--- src/rtl/board_controller.sv ---
// Tic-tac-toe board controller: accepts edge-detected moves, checks for wins and draws
// one cycle after each placement, and reports the result on registered outputs.
module board_controller #(
    parameter bit FIRST_PLAYER = 1'b0
) (
    input  logic        clk,
    input  logic        rst_n,
    input  logic [3:0]  position,
    input  logic        select,
    input  logic        restart,
    output logic [17:0] board,
    output logic        turn,
    output logic [1:0]  winner,
    output logic        game_over,
    output logic        move_err
);

    typedef enum logic [1:0] {StPlay, StCheck, StDone} state_e;

    state_e      state_q;
    logic [17:0] board_q;
    logic        turn_q;
    logic [1:0]  winner_q;
    logic        game_over_q;
    logic        move_err_q;
    logic        select_q;

    logic [1:0]  cells [9];
    logic [1:0]  cell_at_pos;
    logic [1:0]  mark;
    logic        request;
    logic        pos_valid;
    logic        line_found;
    logic        board_full;

    function automatic logic three_equal(input logic [1:0] a, input logic [1:0] b,
                                         input logic [1:0] c);
        return (a != 2'b00) && (a == b) && (b == c);
    endfunction

    assign request   = select && !select_q;
    assign pos_valid = (position <= 4'd8);
    assign mark      = turn_q ? 2'b10 : 2'b01;

    always_comb begin
        cell_at_pos = 2'b00;
        board_full  = 1'b1;
        for (int i = 0; i < 9; i++) begin
            cells[i] = board_q[2*i +: 2];
            if (cells[i] == 2'b00) board_full = 1'b0;
            if (position == 4'(i)) cell_at_pos = cells[i];
        end
    end

    always_comb begin
        line_found = three_equal(cells[0], cells[1], cells[2])
                   | three_equal(cells[3], cells[4], cells[5])
                   | three_equal(cells[6], cells[7], cells[8])
                   | three_equal(cells[0], cells[3], cells[6])
                   | three_equal(cells[1], cells[4], cells[7])
                   | three_equal(cells[2], cells[5], cells[8])
                   | three_equal(cells[0], cells[4], cells[8])
                   | three_equal(cells[2], cells[4], cells[6]);
    end

    always_ff @(posedge clk) begin
        if (!rst_n) begin
            state_q     <= StPlay;
            board_q     <= '0;
            turn_q      <= FIRST_PLAYER;
            winner_q    <= 2'b00;
            game_over_q <= 1'b0;
            move_err_q  <= 1'b0;
            // Starts high so a button held through reset release is not seen as a press.
            select_q    <= 1'b1;
        end else begin
            select_q   <= select;
            move_err_q <= 1'b0;
            if (restart) begin
                state_q     <= StPlay;
                board_q     <= '0;
                turn_q      <= FIRST_PLAYER;
                winner_q    <= 2'b00;
                game_over_q <= 1'b0;
            end else begin
                case (state_q)
                    StPlay: begin
                        if (request) begin
                            if (pos_valid && (cell_at_pos == 2'b00)) begin
                                board_q[{position, 1'b0} +: 2] <= mark;
                                state_q <= StCheck;
                            end else begin
                                move_err_q <= 1'b1;
                            end
                        end
                    end
                    StCheck: begin
                        // A line can only belong to the side that just moved, so it
                        // outranks a full board.
                        if (line_found) begin
                            winner_q    <= mark;
                            game_over_q <= 1'b1;
                            state_q     <= StDone;
                        end else if (board_full) begin
                            winner_q    <= 2'b11;
                            game_over_q <= 1'b1;
                            state_q     <= StDone;
                        end else begin
                            turn_q  <= ~turn_q;
                            state_q <= StPlay;
                        end
                    end
                    StDone: begin
                    end
                    default: state_q <= StPlay;
                endcase
            end
        end
    end

    assign board     = board_q;
    assign turn      = turn_q;
    assign winner    = winner_q;
    assign game_over = game_over_q;
    assign move_err  = move_err_q;

endmodule

--- config.mk ---
export PLATFORM = sky130hd
export DESIGN_NAME = board_controller
export DESIGN_NICKNAME = d
export VERILOG_FILES = /design/src/rtl/board_controller.sv
export SDC_FILE = /design/constraint.sdc
export NUM_CORES = 1
export LEC_CHECK = 0
export CAP_MARGIN = 20
export CORE_UTILIZATION = 60
export CTS_CLUSTER_DIAMETER = 100
export DETAILED_ROUTE_END_ITERATION = 10
export DONT_BUFFER_PORTS = 1
export PLACE_DENSITY = 0.82
export SKIP_CTS_REPAIR_TIMING = 1
export SYNTH_ARGS = -nofsm -noshare
export SYNTH_HDL_FRONTEND = slang
export SYNTH_SLANG_ARGS = --single-unit
--- constraint.sdc ---
create_clock -name clk -period 2.3 [get_ports clk]
set_clock_uncertainty 0.15 [all_clocks]
set_input_delay 0.345 -clock clk [delete_from_list [all_inputs] [get_ports clk]]
set_output_delay 0.345 -clock clk [all_outputs]
set_load 0.02 [all_outputs]
# Yosys cells after proc, flatten, opt, wreduce, memory -nomap -nowiden
# Index checks and enable logic that the tools add are counted.
# word_totals
register_bits	26
inputBits	8
word_cells	126
output_inout_bits	23
# op_classes
n_shift	2
n_addsub	1
mux	30
reduce_logical	43
bitwise_logic	14
eq_ne	28
magnitude_cmp	1
# op_table
op	n
$eq 2x2->1	16
$mux 2	16
$logic_not 2->1	11
$bwmux 18	1
$logic_and 1x1->1	18
$shift 2x7->18 const A	1
$shiftx 2x7->18	1
$eq 4x3->1 const B	4
$mux 1	12
$reduce_bool 2->1	6
$reduce_and 3->1	3
$eq 4x2->1 const B	2
$neg 5->7	1
$not 1->1	7
$or 1x1->1	7
$pmux 2 s3	1
$eq 4x1->1 const B	1
$eq 4x4->1 const B	1
$le 4x4->1 const B	1
$logic_not 4->1	1
$ne 2x2->1 const B	2
$reduce_or 4->1	1
$eq 2x1->1 const B	1
$eq 2x2->1 const B	1
3 further kinds	3

# Depth between registers and ports, before layout
# logic_depth
depth_word	15
depth_mapped	10
ltp_nobuf	8

# Worst setup path before layout
# No wires, ideal clock.
# synth_path
path_kind	register to register
start	register board_q[5], in the netlist board[5]
end	register winner_q[0], in the netlist winner[0]
n_path_buf	1
arrival_ns	1.760
period_less_slack_ns	2.032
setup_time_ns	0.122
stages_incl_launch_ff	8
path_slack_ns	0.268
t_required_ns	2.028
path_cell_list	dfxtp_1 > buf_4 > or3_1 > a22oi_2 > o21ai_1 > and3_4 > and2_4 > o32a_1
# synth_between
elab_chain_cells	11
word_cells_on_any_way	27
classes_between	eq/ne (3); mux (8); bitwise (7); reduce/logical (9)
# synth_lines
item	line_no	source
start: declaration	21	logic [17:0] board_q;
start signal: indexed assignment	90	board_q[{position, 1'b0} +: 2] <= mark;
$eq 2x2->1	38	return (a != 2'b00) && (a == b) && (b == c);
$logic_and 1x1->1	38	
$or 1x1->1	57	| three_equal(cells[3], cells[4], cells[5])
$or 1x1->1	58	| three_equal(cells[6], cells[7], cells[8])
$or 1x1->1	59	| three_equal(cells[0], cells[3], cells[6])
$or 1x1->1	60	| three_equal(cells[1], cells[4], cells[7])
$or 1x1->1	61	| three_equal(cells[2], cells[5], cells[8])
$or 1x1->1	62	| three_equal(cells[0], cells[4], cells[8])
$or 1x1->1	63	| three_equal(cells[2], cells[4], cells[6]);
$reduce_bool 2->1 (no line)	-	
$reduce_and 2->1 (no line)	-	
end signal: assignment	101	winner_q <= mark;
end: declaration	23	logic [1:0] winner_q;
# Several ways; a longest one is shown, not always the timed one.
# A chain may end at the register's enable or synchronous reset.

# Final worst setup path
# layout_path
start	register board_q[10], in the netlist board[10]
end	register turn_q, in the netlist turn
# layout_between
elab_chain_cells	11
word_cells_on_any_way	21
classes_between	eq/ne (3); mux (4); bitwise (9); reduce/logical (5)
# layout_lines
item	line_no	source
$eq 2x2->1	38	
$logic_and 1x1->1	38	
$or 1x1->1	57	
$or 1x1->1	58	
$or 1x1->1	59	
$or 1x1->1	60	
$or 1x1->1	61	
$or 1x1->1	62	
$or 1x1->1	63	
$not 1->1 (no line)	-	
$reduce_and 3->1 (no line) *	-	
end signal: assignment	109	turn_q <= ~turn_q;
end: declaration	22	logic turn_q;
# Every way passes the cells marked *; elsewhere a longest branch is shown, timed or not.

==> metrics.md <==
| Metric | Value |
|---|---|
| Status | `complete, but fails checks` |
| Violated checks | `design-rule violations` |
| Gpl congestion | `0.903` |
| Final hold violations | `0` |
| Clk sink count | `26` |
| GRT overflow | `0` |
| Combinational family with the most area after synthesis | `simple AND/OR/NAND/NOR gates` |
| Yosys top cell area share | `27.7%` |
| Initial antenna violation count | `0` |
| R2R setup slack | `0.16 ns` |
| Mux contribution to synthesized area | `10.1%` |
| Reg-to-reg startpoint | `board[10]` |
| Final Max Slew Viols | `0` |
| FP Rows | `19` |
| WS Path Type | `reg -> reg` |
| Layout cells sized above 1 | `14.9%` |
| Setup TNS Final | `0 ns` |
| Worst Setup SP | `board[10]` |
| Cell variety after synth | `44` |
| Setup crit end kind | `flop` |
| Die Span X | `58.0 µm` |
| Starting density of the core | `65.9%` |
| Critical path arrival | `2.26 ns` |
| Antenna diode instance count | `0` |
| Startpoint types | `flop` |
| # nets final | `262` |
| Synth Area in Compound Gates | `15.5%` |
| Count of maximum capacitance violations | `0` |
| Core Area | `2850 µm²` |
| Power per standard cell area | `422 nW/µm²` |
| Min-Delay Path Class | `in -> reg` |
| Peak supply drop | `0.468 mV` |
| Post-DRT Antenna Nets | `0` |
| CTS H-Tree Depth | `1` |
| Async S/R FF share, synth | `0%` |
| Seq/Total Area, Yosys | `27.7%` |
| Routed WL | `5010 µm` |
| Synthesized area | `1880 µm²` |
| Period Utilization, post-route | `93.2%` |
| Cell count after synthesis | `243` |
| Filler cells | `236` |
| Worst-path clk slew | `0.13 ns` |
| Post-route minimum period | `2.14 ns` |
| CTS Root Cell | `clkbuf_4` |
| Setup WS post-layout | `0.156 ns` |
| Critical Path Fanout Max | `9` |
| Synthesis-stage register bit count | `26` |
| Vias per inst | `6.71` |
| Pwr Total | `0.856 mW` |
| Worst-Skew Late Latency | `0.32 ns` |
| Final instance area | `2030 µm²` |
| Detailed placer's ending HPWL | `3630 µm` |
| I/O pin cnt | `31` |
| Synth Area in XOR/XNOR | `0.466%` |
| Port Buffer Count | `0` |
| Iteration-0 DRC Markers | `203` |
| Global-route wire length before repair | `8410 µm` |
| RR Endpoint | `turn` |
| Post-layout util | `71.1%` |
| CTS buffer count | `3` |
| Routed length per instance | `17.9 µm` |
| Reg2Reg Depth | `6` |
| Synth top area cells | `dfxtp_1 (28%), mux2i_1 (10%), nand2_1 (7.2%)` |
| F_max | `466 MHz` |
| Drt first pass iters | `7` |
| Top-count cell post-synth | `nand2_1` |
| Post-synthesis simple-gate area fraction | `36.6%` |
| Synthesized area per cell | `7.74 µm²` |
| Required time of the critical path | `2.42 ns` |
| Post-synth EDFFs | `0` |
| Slew HR | `64.9%` |
| Die Area | `3360 µm²` |
| DRC viols | `2` |
| Post-Syn Nets | `256` |
| Worst-margin pin slew | `0.525 ns` |
| CTS tree | `yes` |
| Vias in the first global route | `1793` |
| Placed instance area | `1950 µm²` |
| Synth Flop Type | `dfxtp_1` |
| Unrepaired setup endpoints after global routing | `no` |
| Pleak | `0.710 nW` |
| DP Worst Slack | `0.0188 ns` |
| Clk buf depth | `2` |
| GRT Total Usage | `32.7%` |
| Area Growth Syn to Fin | `7.78%` |
| Via count | `1873` |
| Top cell type by total area after synthesis | `dfxtp_1` |
| Hold slack | `0.0772 ns` |
| Warnings, synthesis | `0` |
| Commonest cells post-synth | `nand2_1 (36), dfxtp_1 (26), mux2i_1 (19)` |
| Placed cell count | `273` |
| Largest net degree at the start of global routing | `27` |
| Adder-Cell Fraction of Synth Area | `3.33%` |
| Die Span Y | `58.0 µm` |
| Cell Count, Final, Fillers Out | `279` |
| Endpoints failing setup | `0` |
| Worst setup path end | `turn` |
## worst max-delay path, cell delays in order, from the launching register on
cell and delay (ns):
dfxtp_1 0.67, nand4bb_1 0.19, or3_1 0.11, o21ai_0 0.15, nor3_1 0.34, and4b_1 0.28
mux2i_1 0.18
## registers in the layout, summed over array words and instances (netlist names)
signal,flops
board,18
state_q,2
winner,2
game_over,1
move_err,1
select_q,1
turn,1
## layer usage
layer,part of all wire [%],vias to the layer above,GRT usage [%]
met5,0,-,0
met4,2.7,0,12.9
met3,6.9,17,5.36
met2,48,80,53.4
met1,43,887,43.2
li1,-,889,-
## layout make-up
type | instances | area (µm²) | share of cell area (%)
Inverter | 5 | 18.8 | 0.926
Multi-Input combinational cell | 193 | 1240 | 61.2
Clock inverter | 1 | 30.0 | 1.48
Sequential cell | 26 | 520 | 25.7
Timing Repair Buffer | 20 | 155 | 7.65
Tap cell | 31 | 38.8 | 1.91
Clock buffer | 3 | 22.5 | 1.11
## kinds of logic after synthesis
family                     Yosys count
xor gates and xnor gates             1
muxes                               19
adders and majority gates            5
DFF                                 26
AOI/OAI and AO/OA                   43
buffers and inverters               24
and+or+nand+nor                    125
## cells in the final DEF (no fill, tap or decap), types with 6 or more instances in the layout
cell type,instances
mux2i_1,19
nor3_1,13
a21oi_1,9
nand3_1,12
buf_4,18
o22ai_1,8
or3_1,6
nand2b_1,9
nor2_1,13
nor3_2,9
nand2_1,36
and3_1,8
dfxtp_1,26
## how the worst min path moves through the flow
stage	to	cells past startpoint	startpoint	slack, ns
final	move_err	2	position[3]	0.08
after CTS	select_q	1	rst_n	-0.06
after global placement	select_q	1	rst_n	0.27
after detailed placement	select_q	1	rst_n	0.28
after global routing	board[3]	2	position[0]	0.10
after floorplan	select_q	1	rst_n	0.27
## power breakdown
part / switching, mW / internal [mW] / leakage (nW)
clock network: 0.134 / 0.176 / 0.0279
logic: 0.0573 / 0.0353 / 0.472
registers: 0.00155 / 0.452 / 0.210
No activity file was read; power rests on OpenSTA's default activity.
